**config.mk**
```make
export PLATFORM = sky130hd
export DESIGN_NAME = imm_step_sequencer
export DESIGN_NICKNAME = d
export VERILOG_FILES = /design/src/rtl/imm_step_sequencer.sv
export SDC_FILE = /design/constraint.sdc
export NUM_CORES = 1
export LEC_CHECK = 0
export ABC_AREA = 1
export BUFFER_PORTS_ARGS = -buffer_cell sky130_fd_sc_hd__buf_2
export CAP_MARGIN = 20
export CELL_PAD_IN_SITES_DETAIL_PLACEMENT = 2
export CELL_PAD_IN_SITES_GLOBAL_PLACEMENT = 2
export CORE_ASPECT_RATIO = 0.8
export CORE_UTILIZATION = 20
export CTS_CLUSTER_DIAMETER = 80
export DETAILED_ROUTE_END_ITERATION = 10
export GPL_TIMING_DRIVEN = 0
export PLACE_DENSITY = 0.85
export SLEW_MARGIN = 20
export SYNTH_ARGS = -nofsm -noshare
export SYNTH_HDL_FRONTEND = slang
export SYNTH_SLANG_ARGS = --single-unit
```
**constraint.sdc**
```tcl
create_clock -name clk -period 1.58 [get_ports clk]
set_input_delay 0.237 -clock clk [delete_from_list [all_inputs] [get_ports clk]]
set_output_delay 0.237 -clock clk [all_outputs]
set_load 0.01 [all_outputs]
```
**src/rtl/imm_step_sequencer.sv**
```systemverilog
// imm_step_sequencer: control-step sequencer for Mini SRC immediate ALU ops.
// Runs fetch (T0-T2) and execute (T3-T5) for addi/andi/ori with a memory-ready wait.
// Ports:
//   clk, clr (sync active-low reset), run, mem_ready, ir_opcode
//   datapath control strobes, alu_instruction_bits
//   busy, done, illegal, instr_count
// Option: IMM_SEQ_INSTR_CNT_EN builds the saturating retired-instruction
// counter. Without it, instr_count is tied to 0.
module imm_step_sequencer #(
    parameter int          OP_W     = 5,
    parameter int          ALU_W    = 5,
    parameter logic [4:0]  OPC_ADDI = 5'b01100,
    parameter logic [4:0]  OPC_ANDI = 5'b01101,
    parameter logic [4:0]  OPC_ORI  = 5'b01110,
    parameter logic [4:0]  ALU_ADD  = 5'b00011,
    parameter logic [4:0]  ALU_AND  = 5'b00101,
    parameter logic [4:0]  ALU_OR   = 5'b00110,
    parameter int          CNT_W    = 16
) (
    input  logic             clk,
    input  logic             clr,
    input  logic             run,
    input  logic             mem_ready,
    input  logic [OP_W-1:0]  ir_opcode,
    output logic             pc_out,
    output logic             mar_in,
    output logic             inc_pc,
    output logic             z_in,
    output logic             zlow_out,
    output logic             pc_in,
    output logic             read,
    output logic             mdr_in,
    output logic             mdr_out,
    output logic             ir_in,
    output logic             grb,
    output logic             rout,
    output logic             y_in,
    output logic             c_out,
    output logic             gra,
    output logic             rin,
    output logic [ALU_W-1:0] alu_instruction_bits,
    output logic             busy,
    output logic             done,
    output logic             illegal,
    output logic [CNT_W-1:0] instr_count
);

    typedef enum logic [2:0] {
        S_IDLE = 3'd0,
        S_T0   = 3'd1,
        S_T1   = 3'd2,
        S_T2   = 3'd3,
        S_T3   = 3'd4,
        S_T4   = 3'd5,
        S_T5   = 3'd6
    } state_t;

    state_t          r_state;
    state_t          w_next;
    logic [OP_W-1:0] r_op;
    logic            r_illegal;
    logic            w_op_ok;

    assign w_op_ok = (ir_opcode == OP_W'(OPC_ADDI))
                  || (ir_opcode == OP_W'(OPC_ANDI))
                  || (ir_opcode == OP_W'(OPC_ORI));

    // State register
    always_ff @(posedge clk) begin
        if (!clr) begin
            r_state <= S_IDLE;
        end else begin
            r_state <= w_next;
        end
    end

    // Opcode is latched in T3 so later IR changes cannot alter the T4 ALU code.
    // The illegal flag is registered so it appears in the IDLE cycle after T3.
    always_ff @(posedge clk) begin
        if (!clr) begin
            r_op      <= '0;
            r_illegal <= 1'b0;
        end else begin
            r_illegal <= (r_state == S_T3) && !w_op_ok;
            if (r_state == S_T3) begin
                r_op <= ir_opcode;
            end
        end
    end

    // Next-state logic
    always_comb begin
        w_next = r_state;
        case (r_state)
            S_IDLE:  w_next = run ? S_T0 : S_IDLE;
            S_T0:    w_next = S_T1;
            S_T1:    w_next = mem_ready ? S_T2 : S_T1;
            S_T2:    w_next = S_T3;
            S_T3:    w_next = w_op_ok ? S_T4 : S_IDLE;
            S_T4:    w_next = S_T5;
            S_T5:    w_next = run ? S_T0 : S_IDLE;
            default: w_next = S_IDLE;
        endcase
    end

    // Moore output decode
    always_comb begin
        pc_out               = 1'b0;
        mar_in               = 1'b0;
        inc_pc               = 1'b0;
        z_in                 = 1'b0;
        zlow_out             = 1'b0;
        pc_in                = 1'b0;
        read                 = 1'b0;
        mdr_in               = 1'b0;
        mdr_out              = 1'b0;
        ir_in                = 1'b0;
        grb                  = 1'b0;
        rout                 = 1'b0;
        y_in                 = 1'b0;
        c_out                = 1'b0;
        gra                  = 1'b0;
        rin                  = 1'b0;
        alu_instruction_bits = '0;
        done                 = 1'b0;
        busy                 = (r_state != S_IDLE);
        case (r_state)
            S_T0: begin
                pc_out = 1'b1;
                mar_in = 1'b1;
                inc_pc = 1'b1;
                z_in   = 1'b1;
            end
            S_T1: begin
                zlow_out = 1'b1;
                pc_in    = 1'b1;
                read     = 1'b1;
                mdr_in   = 1'b1;
            end
            S_T2: begin
                mdr_out = 1'b1;
                ir_in   = 1'b1;
            end
            S_T3: begin
                grb  = 1'b1;
                rout = 1'b1;
                y_in = 1'b1;
            end
            S_T4: begin
                c_out = 1'b1;
                z_in  = 1'b1;
                if (r_op == OP_W'(OPC_ADDI)) begin
                    alu_instruction_bits = ALU_W'(ALU_ADD);
                end else if (r_op == OP_W'(OPC_ANDI)) begin
                    alu_instruction_bits = ALU_W'(ALU_AND);
                end else if (r_op == OP_W'(OPC_ORI)) begin
                    alu_instruction_bits = ALU_W'(ALU_OR);
                end
            end
            S_T5: begin
                zlow_out = 1'b1;
                gra      = 1'b1;
                rin      = 1'b1;
                done     = 1'b1;
            end
            default: begin
            end
        endcase
    end

    assign illegal = r_illegal;

`ifdef IMM_SEQ_INSTR_CNT_EN
    logic [CNT_W-1:0] r_cnt;

    // Saturating count of T5 cycles; only reset clears it.
    always_ff @(posedge clk) begin
        if (!clr) begin
            r_cnt <= '0;
        end else if ((r_state == S_T5) && (r_cnt != {CNT_W{1'b1}})) begin
            r_cnt <= r_cnt + 1'b1;
        end
    end

    assign instr_count = r_cnt;
`else
    assign instr_count = '0;
`endif

endmodule

```
== After elaboration in Yosys (flattened, before gate mapping) ==
Cells that the tools add are included.
Cells by class
  equal/unequal tests: 12
  muxes and demuxes: 16
  reductions and logical operators: 9
Operators with widths (number)
  $eq 5x4->1 const B: 6
  $pmux 3 s6: 1
  $mux 3: 5
  $mux 1: 10
  $eq 3x3->1 const B: 3
  $eq 3x2->1 const B: 2
  $reduce_or 2->1: 3
  $eq 3x1->1 const B: 1
  $logic_not 3->1: 1
  $reduce_bool 3->1: 1
  $logic_or 1x1->1: 2
  $logic_and 1x1->1: 1
  $logic_not 1->1: 1
Storage, ports and cells
  bits in registers: 9
  bits of input ports: 9
  logic and storage cells: 40

== Depth between registers and ports, before layout ==
  word-level depth: 5
  mapped depth: 8
  gate-level depth less buffers: 7

== Least setup slack after synthesis ==
Ideal clock, no wire load.
  path kind: register -> output
  start: register r_state[0]
  end: output port alu_instruction_bits[0]
  data arrival time: 1080 ps
  required time: 1343 ps
  setup slack: 263 ps
  stages on the path, launching flop included: 5
  path buffers: 0
  cell sequence: dfxtp_1 -> inv_2 -> nor2_2 -> nand2_1 -> nor4_1
Between the ends
  word-level cells in the longest chain between the ends: 2
Ends and longest elaborated chain
  from (decl): RTL line 58  | state_t r_state;
  from (signal assigned): RTL line 73  | r_state <= w_next;
  $eq 3x3->1: RTL line 127  | case (r_state)
  $mux 3: RTL line 127
  to (decl): RTL line 41  | output logic [ALU_W-1:0] alu_instruction_bits,
Every way passes these cells.

== Worst setup path after layout ==
  start: register r_state[1]
  end: output port y_in
Between the ends
  word-level cells in the longest chain between the ends: 2
Ends and longest elaborated chain
  $eq 3x3->1: RTL line 127
  $mux 1: RTL line 127
  to (decl): RTL line 37  | output logic y_in,
Every way passes these cells.

==> impl_metrics.py <==
metrics = {
    "drt": {
        "via_per_inst": 3.80,
        "ant_nets": 0,
        "wire_per_inst_microns": 11.3,
        "wirelength_mm": 2.10,
        "drt_first_iter_violations": 12,
        "drt_pass1_iterations": 2,
        "drc": 0,
        "num_vias": 706,
    },
    "layout": {
        "drive_gt1_frac": 0.548,
        "n_antenna_cell": 0,
        "final_nets": 156,
        "final_area_sq_um": 1020,
        "synthToLayoutAreaGrowth_pct": 50.7,
        "fin_util": 0.324,
    },
    "place": {
        "place_congestion": 0.762,
        "placed_area_sq_um": 942,
        "port_buffers": 30,
        "dp_hpwl_mm": 1.64,
    },
    "flow_run": {
        "max-cap-violations": 0,
    },
    "timing": {
        "fin_crit_sh": 0.944,
        "hold_viol": 0,
        "post-route-min-period_ps": 1490,
        "finalSetupViolations": 0,
        "rsz0062_at_grt": "false",
        "slew_viol_final": 0,
        "clock-skew-final_ps": 3.69,
        "max_freq_ghz": 0.670,
        "tns_ps": 0,
    },
    "logic_synthesis": {
        "yosysSeqAreaShare": 0.266,
        "synth_common_cells": "buf_4, nand2_1, nor2_1, dfxtp_1",
        "syn_inst": 95,
        "ys_async_sr_fraction": 0,
        "ys_warn_count": 0,
        "syn_avg_cell_area_sq_um": 7.14,
        "synth-seq-cells": 9,
        "synth_area_leader_cell": "buf_4",
        "synth-edff-count": 0,
        "yosysMostFrequentCell": "buf_4",
        "netlist_area_sq_um": 678,
        "synthFlopType": "dfxtp_1",
        "synth.distinct_cells": 22,
        "synth_area_leaders": "buf_4, dfxtp_1, nand2_1, nor2_1, o21ai_0",
        "synth_top_area_frac": 0.299,
    },
    "clock_network": {
        "root_buffer": "clkbuf_8",
        "cts.clk_slew.worst_paths_ps": 40,
        "cts_tree": "done",
        "numCtsBuffers": 3,
        "cts.path.max_buffers": 2,
        "cts.sinks": 9,
        "cts_post_setup_buffers_inserted": 0,
        "clk_latency_ps": 230,
        "cts_max_level": 1,
    },
    "critical_path": {
        "worstPathRequired_ps": 1340,
        "startpoint_type": "flop",
        "critical_path_class": "reg -> out",
        "path_max_fanout": 11,
        "cp.arrival_ps": 1250,
        "endpoint_kind": "primary output",
    },
    "floorplan": {
        "die-area_sq_um": 3630,
        "die_y_microns": 54.1,
        "placementRows": 18,
        "core_area_sq_um": 3150,
        "ios": 49,
        "fp.dieW_microns": 67.1,
        "start_util": 0.215,
    },
    "global_route": {
        "grt_pass1_wl_mm": 3.23,
        "overflow": 0,
        "grt_antenna_before_repair": 0,
        "grt_pass1_vias": 652,
        "grt_max_degree": 12,
        "grtUsageTotal": 0.123,
    },
    "power_and_ir_drop": {
        "vdd_drop_max_mv": 0.337,
        "power_density_nw_per_um2": 681,
        "static-leakage-power_nw": 0.623,
    },
    "min_path": {
        "hp-class": "in -> reg",
    },
    "run_status": {
        "status": "finished clean",
    },
}
[power breakdown]
part           switching (mW)  internal, mW
registers              0.0135         0.237
clock network          0.0838         0.175
logic                   0.100        0.0862
[metrics by stage]
| step | worst slack, ps | hold slack, ps | std cells | total power [mW] |
|---|---|---|---|---|
| finish | 88.5 | 265 | 186 | 0.696 |
| global route | 5.43 | 270 | 186 | 0.738 |
| CTS | 8.96 | 268 | 186 | 0.696 |
| detailed placement | 220 | 510 | 182 | 0.432 |
| global placement | 296 | 467 | 182 | 0.424 |
| floorplan | 263 | 335 | 112 | 0.378 |
[cell families after synthesis]
kind of cell / share of synthesized area
AND/OR/NAND/NOR: 0.286
buffers and inverters: 0.358
AO/OA/AOI/OAI: 0.0849
flip-flops: 0.266
other: 0.00553
[final cells by class]
cell class              instances  area (sq um)
fillers                       398          2130
multi-input cells              67           352
plain buffers                  28           208
flip-flops and latches          9           183
repair buffers                 30           150
well taps                      40          50.0
clock buffers                   4          45.0
inverters                       8          35.0
[worst paths after layout]
kind | endpoint | slack (ps) | startpoint | cells past startpoint
worst min-delay path | r_op[4]$_SDFFE_PN0P_ | 270 | ir_opcode[4] | 3
worst max-delay path | y_in | 90 | r_state[1]$_SDFF_PN0_ | 5
worst max register to register | r_op[1]$_SDFFE_PN0P_ | 500 | r_state[1]$_SDFF_PN0_ | 4
worst min register to register | r_state[2]$_SDFF_PN0_ | 530 | r_state[0]$_SDFF_PN0_ | 2
[per-layer routing]
metal | vias to the layer above | global-route usage | routed length, microns
met5 | - | 0 | 0
met4 | 0 | 0.0426 | 27
met3 | 2 | 0.0339 | 97
met2 | 17 | 0.215 | 1080
met1 | 334 | 0.144 | 898
li1 | 353 | - | -
[worst max-delay path, cell delays in order (launching register included)]
cell     delay (ps)
dfxtp_2         370
nor2_2          210
nand2_4         100
inv_6           120
buf_4           110
buf_2           120
[cells in the final DEF (no fill, tap or decap), types with 3 or more instances in the layout]
master / instances
nand2_2: 3
clkbuf_8: 3
buf_4: 27
nand2_1: 11
a21oi_1: 3
dfxtp_1: 7
nor2_1: 11
o21ai_0: 5
buf_2: 31
conb_1: 18
inv_1: 5
[sequential cells by signal, indices dropped and copies added (netlist names)]
register	cells
r_state	3
illegal	1
r_op	5
[repair_timing]
| item | in CTS | in global routing |
|---|---|---|
| hold buffers | 0 | 0 |
| pin swaps | 0 | 0 |
| setup endpoints to repair | 2 | 9 |
| gates resized for setup | 1 | 8 |
Power figures use the tool's default switching activity.
